### config.mk
export PLATFORM = sky130hd
export DESIGN_NAME = multi_adder_sched
export DESIGN_NICKNAME = d
export VERILOG_FILES = /design/src/rtl/multi_adder_sched.sv
export SDC_FILE = /design/constraint.sdc
export NUM_CORES = 1
export LEC_CHECK = 0
export ABC_AREA = 1
export ABC_CLOCK_PERIOD_IN_PS = 9030
export BUFFER_PORTS_ARGS = -buffer_cell sky130_fd_sc_hd__buf_2
export CORE_UTILIZATION = 53
export CTS_CLUSTER_DIAMETER = 200
export DETAILED_ROUTE_END_ITERATION = 8
export PLACE_DENSITY = 0.74
export SETUP_SLACK_MARGIN = 0.3
export SLEW_MARGIN = 10
export SYNTH_ARGS = -nofsm -noshare
export SYNTH_HDL_FRONTEND = slang
export SYNTH_SLANG_ARGS = --single-unit
### constraint.sdc
create_clock -name clk -period 9.03 [get_ports clk]
set_clock_uncertainty 0.1 [all_clocks]
set_input_delay 1.3545 -clock clk [delete_from_list [all_inputs] [get_ports clk]]
set_output_delay 1.3545 -clock clk [all_outputs]
set_load 0.03 [all_outputs]
### src/rtl/multi_adder_sched.sv
// multi_adder_sched: shares one combinational multi_adder among NUM_REQ
// requesters. A round-robin arbiter grants one requester at a time. The
// granted operands are buffered and summed once. The registered sum is
// returned with the owning requester id on a valid/ready result port.
//
// Optional build macro MULTI_ADDER_SCHED_STATS_EN adds stat_done, a per-requester
// count of accepted results.
//
// state  | meaning
// -------+------------------------------------------------------------
// S_IDLE | no transaction; pick next valid requester from rr_ptr
// S_LOAD | stream operands of the granted requester into op_buf
// S_ADD  | one cycle: register adder output, id and operand count
// S_DONE | hold result until res_ready, then advance rr_ptr

// Combinational reduction of NUM_OPS operands at exact width.
module multi_adder #(
    parameter int N       = 8,
    parameter int NUM_OPS = 6,
    parameter int SUM_W   = N + $clog2(NUM_OPS)
) (
    input  logic [NUM_OPS-1:0][N-1:0] ops,
    output logic [SUM_W-1:0]          sum
);

    // Sum all operands, zero-extended to the result width.
    always_comb begin
        sum = '0;
        for (int i = 0; i < NUM_OPS; i++) begin
            sum = sum + SUM_W'(ops[i]);
        end
    end

endmodule

module multi_adder_sched #(
    parameter int N       = 8,
    parameter int NUM_OPS = 6,
    parameter int NUM_REQ = 4,
    localparam int SUM_W  = N + $clog2(NUM_OPS),
    localparam int ID_W   = $clog2(NUM_REQ),
    localparam int CNT_W  = $clog2(NUM_OPS + 1)
) (
    input  logic                        clk,
    input  logic                        rst,
    input  logic [NUM_REQ-1:0]          req_valid,
    input  logic [NUM_REQ-1:0][N-1:0]   req_data,
    input  logic [NUM_REQ-1:0]          req_last,
    output logic [NUM_REQ-1:0]          req_ready,
    output logic                        res_valid,
    input  logic                        res_ready,
    output logic [SUM_W-1:0]            res_sum,
    output logic [ID_W-1:0]             res_id,
`ifdef MULTI_ADDER_SCHED_STATS_EN
    output logic [NUM_REQ-1:0][15:0]    stat_done,
`endif
    output logic [CNT_W-1:0]            res_count
);

    typedef enum logic [1:0] {
        S_IDLE,
        S_LOAD,
        S_ADD,
        S_DONE
    } state_t;

    state_t                    state;
    state_t                    state_next;
    logic [ID_W-1:0]           rr_ptr;
    logic [ID_W-1:0]           grant;
    logic [ID_W-1:0]           pick;
    logic [ID_W-1:0]           rr_idx;
    logic                      any_valid;
    logic [NUM_OPS-1:0][N-1:0] op_buf;
    logic [CNT_W-1:0]          count;
    logic                      beat;
    logic                      beat_ends;
    logic                      res_accept;
    logic [SUM_W-1:0]          adder_sum;

    multi_adder #(
        .N       (N),
        .NUM_OPS (NUM_OPS),
        .SUM_W   (SUM_W)
    ) u_adder (
        .ops (op_buf),
        .sum (adder_sum)
    );

    // Round-robin pick: scan offsets from the top so the smallest offset
    // from rr_ptr wins.
    always_comb begin
        pick      = rr_ptr;
        rr_idx    = rr_ptr;
        any_valid = |req_valid;
        for (int i = NUM_REQ - 1; i >= 0; i--) begin
            rr_idx = ID_W'((int'(rr_ptr) + i) % NUM_REQ);
            if (req_valid[rr_idx]) begin
                pick = rr_idx;
            end
        end
    end

    // Handshake decode and next-state logic.
    always_comb begin
        state_next = state;
        req_ready  = '0;
        beat       = 1'b0;
        beat_ends  = 1'b0;
        res_valid  = 1'b0;
        res_accept = 1'b0;
        case (state)
            S_IDLE: begin
                if (any_valid) begin
                    state_next = S_LOAD;
                end
            end
            S_LOAD: begin
                req_ready[grant] = 1'b1;
                beat      = req_valid[grant];
                beat_ends = req_last[grant] || (count == CNT_W'(NUM_OPS - 1));
                if (beat && beat_ends) begin
                    state_next = S_ADD;
                end
            end
            S_ADD: begin
                state_next = S_DONE;
            end
            S_DONE: begin
                res_valid  = 1'b1;
                res_accept = res_ready;
                if (res_ready) begin
                    state_next = S_IDLE;
                end
            end
            default: begin
                state_next = S_IDLE;
            end
        endcase
    end

    // State register.
    always_ff @(posedge clk or posedge rst) begin
        if (rst) begin
            state <= S_IDLE;
        end else begin
            state <= state_next;
        end
    end

    // Grant, operand buffer, result registers and round-robin pointer.
    always_ff @(posedge clk or posedge rst) begin
        if (rst) begin
            rr_ptr    <= '0;
            grant     <= '0;
            op_buf    <= '0;
            count     <= '0;
            res_sum   <= '0;
            res_id    <= '0;
            res_count <= '0;
        end else begin
            case (state)
                S_IDLE: begin
                    if (any_valid) begin
                        grant  <= pick;
                        op_buf <= '0;
                        count  <= '0;
                    end
                end
                S_LOAD: begin
                    if (beat) begin
                        op_buf[count] <= req_data[grant];
                        count         <= count + CNT_W'(1);
                    end
                end
                S_ADD: begin
                    res_sum   <= adder_sum;
                    res_id    <= grant;
                    res_count <= count;
                end
                S_DONE: begin
                    if (res_accept) begin
                        rr_ptr <= ID_W'((int'(grant) + 1) % NUM_REQ);
                    end
                end
                default: begin
                end
            endcase
        end
    end

`ifdef MULTI_ADDER_SCHED_STATS_EN
    // Per-requester accepted-result counters; wrap naturally at 16 bits.
    always_ff @(posedge clk or posedge rst) begin
        if (rst) begin
            stat_done <= '0;
        end else if (res_accept) begin
            stat_done[res_id] <= stat_done[res_id] + 16'd1;
        end
    end
`endif

endmodule

[After elaboration in Yosys (flattened, before gate mapping)]
Index checks and enable logic that the tools add are counted.
Storage, ports and cells
  word-level logic and storage cells: 87
  bits in registers: 73
  bits of input ports: 43
Operators by class
  mux-type cells: 37
  add/subtract/negate cells: 10
  reductions and logical operators: 11
  magnitude comparators: 8
  equal/unequal tests: 8
Operator list (count)
  two-way mux 48 bit: 2
  one-hot mux 48 bit (2 select lines): 1
  bitwise mux 48 bit: 1
  adder 11 x 8 -> 11 bit: 4
  demux 8 bit (select 3 bit): 1
  binary-select mux 8 bit (select 2 bit): 1
  two-way mux 8 bit: 2
  < comparator 2 x 3 -> 1 bit, second input constant: 5
  two-way mux 2 bit: 7
  binary-select mux 1 bit (select 2 bit): 6
  two-way mux 1 bit: 10
  adder 8 x 8 -> 9 bit: 1
  != test 2 bit, second input constant: 4
  one-hot mux 2 bit (4 select lines): 1
  two-way mux 3 bit: 2
  one-hot mux 3 bit (2 select lines): 1
  AND reduction 3 bit: 2
  adder 2 x 1 -> 2 bit, second input constant: 2
  adder 2 bit, second input constant: 2
  == test 2 bit, second input constant: 2
  < comparator 3 x 4 -> 1 bit, second input constant: 1
  two-way mux 4 bit: 1
  AND reduction 2 bit: 2
  OR reduction 4 bit: 1
  other kinds (10): 12

[Logic depth before layout (Yosys ltp)]
  word-level depth: 7
  gate-level depth with buffers: 21

[By module]
From an unflattened synthesis, not the netlist that was laid out.
Unflattened totals
  cells, all modules: 612
  area total of the unflattened synthesis: 4976.0 µm²
By module, submodules not included
  multi_adder_sched: area an instance 3686.0 µm², instances 1, cells an instance 442
  multi_adder: area an instance 1290.0 µm², instances 1, cells an instance 170

[Worst setup path after synthesis]
Ideal clock, no wire load.
  path kind: register to register
  start: reg op_buf[0] (netlist name)
  end: reg res_sum[7]
  period minus slack after synthesis: 4.200 ns
  arrival time: 3.983 ns
  buffers on the path: 0
  path slack: 4.830 ns
  data required time: 8.813 ns
  cell stages (with the launch flop): 20
  path through: dfrtp_1 ha_1 inv_1 fa_1 o21ai_0 nand2_1 nand2_1 a21oi_1 xor2_1 fa_1 inv_1 fa_1 fa_1 ha_1 a21o_1 nor2_1 o21ai_0 xor2_1 nand2_1 nand2_1
Between the ends
  longest elaborated chain between the ends: 5
Ends and longest elaborated chain
  start, declared: RTL line 74  | logic [NUM_OPS-1:0][N-1:0] op_buf;
  start signal, assigned by index: RTL line 172  | op_buf[count] <= req_data[grant];
  adder 8 x 8 -> 9 bit: RTL line 30  | sum = sum + SUM_W'(ops[i]);
  adder 11 x 8 -> 11 bit (4 in series): RTL line 30
  end signal, assigned: RTL line 177  | res_sum <= adder_sum;
  end, declared: RTL line 52  | output logic [SUM_W-1:0] res_sum,
Every way passes these cells.
A chain may end at the register's enable or synchronous reset.

[Final worst setup path]
Ends and elaborated chain as after synthesis.

==> flow_metrics.py <==
metrics = {
    "synth": {
        "synth-seq-cells": 73,
        "ys.warnings.count": 0,
        "syn_area_sq_um": 4947,
        "ys_async_sr_fraction_pct": 100.0,
        "synth_most_common_cell": "nand2_1",
        "yosysTopAreaCell": "dfrtp_1",
        "synth_area_leaders": "dfrtp_1 (37%), nand2_1 (15%), fa_1 (10%)",
        "synth_top_area_share_pct": 36.92,
        "synth_edf_count": 0,
        "synth_fp_nets": 728,
        "netlist_top_cells_count": "nand2_1 (194), inv_1 (87), dfrtp_1 (73)",
        "synth-main-ff-cell": "dfrtp_1",
        "synthCells": 629,
        "syn-mean-instance-area_sq_um": 7.865,
        "seq_area_frac_synth_pct": 36.92,
        "ys_types": 35,
    },
    "floorplan": {
        "core_area_sq_um": 8891,
        "die_w_microns": 98.62,
        "rows": 34,
        "dieArea_sq_um": 9725,
        "start_util_pct": 55.64,
        "ios": 64,
        "die_h_microns": 98.62,
    },
    "sta": {
        "setup_tns_ns": 0,
        "rsz0062_at_grt": "false",
        "worstMarginPinSlew_ns": 0.9460,
        "finalWorstSetupSlack_ns": 4.495,
        "finalHoldViolCount": 0,
        "clock.fmax_ghz": 0.2205,
        "max_slew_margin_pct": 36.93,
        "fin_hold_ws_ns": 0.3764,
        "post-route-min-period_ns": 4.535,
        "final-setup-viol-count": 0,
        "period_share_pct": 50.22,
        "slew_violations": 0,
    },
    "routing": {
        "drt-initial-drc-count": 273,
        "first_pass_iters": 5,
        "routed_wl_mm": 11.10,
        "dr_total_vias": 4295,
        "avgViaCountPerCell": 5.349,
        "wl_per_cell_microns": 13.82,
        "ant_nets": 0,
        "drc": 0,
    },
    "global_route": {
        "grt_max_degree": 74,
        "grt_pass1_wl_mm": 19.44,
        "first_global_vias": 4208,
        "grt_usage_pct": 25.33,
        "grt_overflow": 0,
        "antenna_found_initial": 0,
    },
    "setup_path": {
        "crit_fanout": 6,
        "critPathLaunchType": "register",
        "end_kind": "register",
        "critPathMaxStageDelay_ns": 0.55,
        "worstSetupPathType": "register to register",
        "cp_slowest_cell": "fa_1",
        "critical_path_arrival_ns": 4.69,
        "worstPathRequired_ns": 9.18,
        "path_cells": "ha_1 > inv_1 > fa_1 > o21ai_0 > nand2_1 > nand2_1 > a21oi_1 > xor2_1 > fa_1 > inv_1 > fa_1 > fa_1 > ha_1 > a21o_1 > nor2_1 > o21ai_0 > xor2_1 > nand2_1 > nand2_1",
        "reg2reg_depth": 19,
    },
    "placed_design": {
        "dp_hpwl_mm": 8.575,
        "place_inst": 787,
        "io_buffer_count": 63,
        "place_ws_ns": 4.491,
        "place.gp.congestion": 0.8974,
    },
    "finish": {
        "final_nets": 789,
        "drive_gt1_share_pct": 13.67,
        "area_delta_synth_final_pct": 11.91,
        "final_cells": 803,
        "n_antenna_cell": 0,
    },
    "clock_network": {
        "cts_resized": 0,
        "htreeDepth": 3,
        "clkTransAtPathRegs_ns": 0.08,
        "cts_tree": "done",
        "clock_path_buffers": 2,
        "cts_sinks": 73,
        "post-cts-setup-buffers": 0,
        "ctsHoldBuffers": 0,
        "clock_latency_ns": 0.36,
        "numCtsBuffers": 9,
        "cts_root_buf": "clkbuf_8",
    },
    "pwr": {
        "p_leak_nw": 3.188,
        "ir_drop_uv": 128.5,
        "p_per_area_nw_per_um2": 288.1,
        "power_mw": 1.595,
    },
    "worst_hold_path": {
        "hold_class": "register to register",
        "hold_path_depth": 2,
    },
    "outcome": {
        "outcome": "complete, no violations",
    },
    "job": {
        "max-cap-violations": 0,
    },
}
==> cells in the final DEF (no fill, tap or decap), types with 3 or more instances in the layout <==
master,count
nand2_1,194
inv_1,86
dfrtp_1,73
buf_2,63
nand3_1,48
o21ai_0,48
nor2_1,31
ha_1,31
fa_1,25
a21oi_1,15
o21ai_1,12
clkbuf_8,10
o22ai_1,9
xor2_1,7
inv_2,4
nand4_1,4
o211ai_1,3
a31oi_1,3
xnor2_1,3
clkinvlp_4,3
==> area by class of cell <==
| class | count | area, sq um |
|---|---|---|
| flip-flops and latches | 73 | 1827 |
| clock inverters | 6 | 66.31 |
| clock buffers | 10 | 137.6 |
| fillers | 794 | 3354 |
| inverters | 90 | 337.8 |
| repair buffers | 64 | 322.8 |
| well taps | 108 | 135.1 |
| multi-input cells | 452 | 2710 |
==> kinds of logic after synthesis <==
group,Yosys count,share of synthesized area (%)
xor+xnor,10,1.770
compound gates,98,10.82
simple gates,288,24.23
flops,73,36.92
fa+ha+maj,56,17.96
buf+inv,104,8.295
==> per-layer routing <==
layer / track usage [%] / vias to the layer above / routed length (microns)
met4: 9.989 / 0 / 264
li1: - / 2118 / -
met1: 32.91 / 2025 / 5005
met5: 0 / - / 0
met3: 3.121 / 23 / 484
met2: 43.45 / 129 / 5343
==> registers in the layout, indices dropped and copies added, names as in the netlist <==
| name | cells |
|---|---|
| rr_ptr | 2 |
| op_buf | 48 |
| res_id | 2 |
| res_count | 3 |
| count | 3 |
| res_sum | 11 |
| state | 2 |
| grant | 2 |
==> worst max-delay path: cells and delay by family, from the launching register on <==
family	cells	cell delay (ns)
AO/OA/AOI/OAI	4	0.76
XOR/XNOR	2	0.31
adder cells (fa/ha/maj)	6	2.42
buffers and inverters	2	0.12
flip-flops	1	0.36
AND/OR/NAND/NOR	5	0.37
==> power breakdown <==
group	internal, mW	switching, mW
clock network	0.136	0.133
registers	0.393	0.0698
logic	0.255	0.609
==> path summary, 6_finish.rpt <==
kind / slack, ns / endpoint / from
setup / recovery: 4.50 / res_sum[7]$_DFFE_PP0P_ / op_buf[0]$_DFFE_PP0P_
hold / removal: 0.38 / res_sum[0]$_DFFE_PP0P_ / res_sum[0]$_DFFE_PP0P_
setup reg to reg: 4.50 / res_sum[7]$_DFFE_PP0P_ / op_buf[0]$_DFFE_PP0P_
hold reg to reg: 0.38 / res_sum[0]$_DFFE_PP0P_ / res_sum[0]$_DFFE_PP0P_
max in group asynchronous: 7.03 / op_buf[18]$_DFFE_PP0P_ / rst
min in group asynchronous: 1.16 / res_sum[4]$_DFFE_PP0P_ / rst
==> metrics by stage <==
stage          instance area [sq um]  utilization [%]
2_1_floorplan                   4947                -
3_3_place_gp                    5333            59.98
3_5_place_dp                    5333            59.98
4_1_cts                         5537            62.27
5_1_grt                         5537            62.27
6_report                        5537            62.27
(Power assumes the default switching activity.)
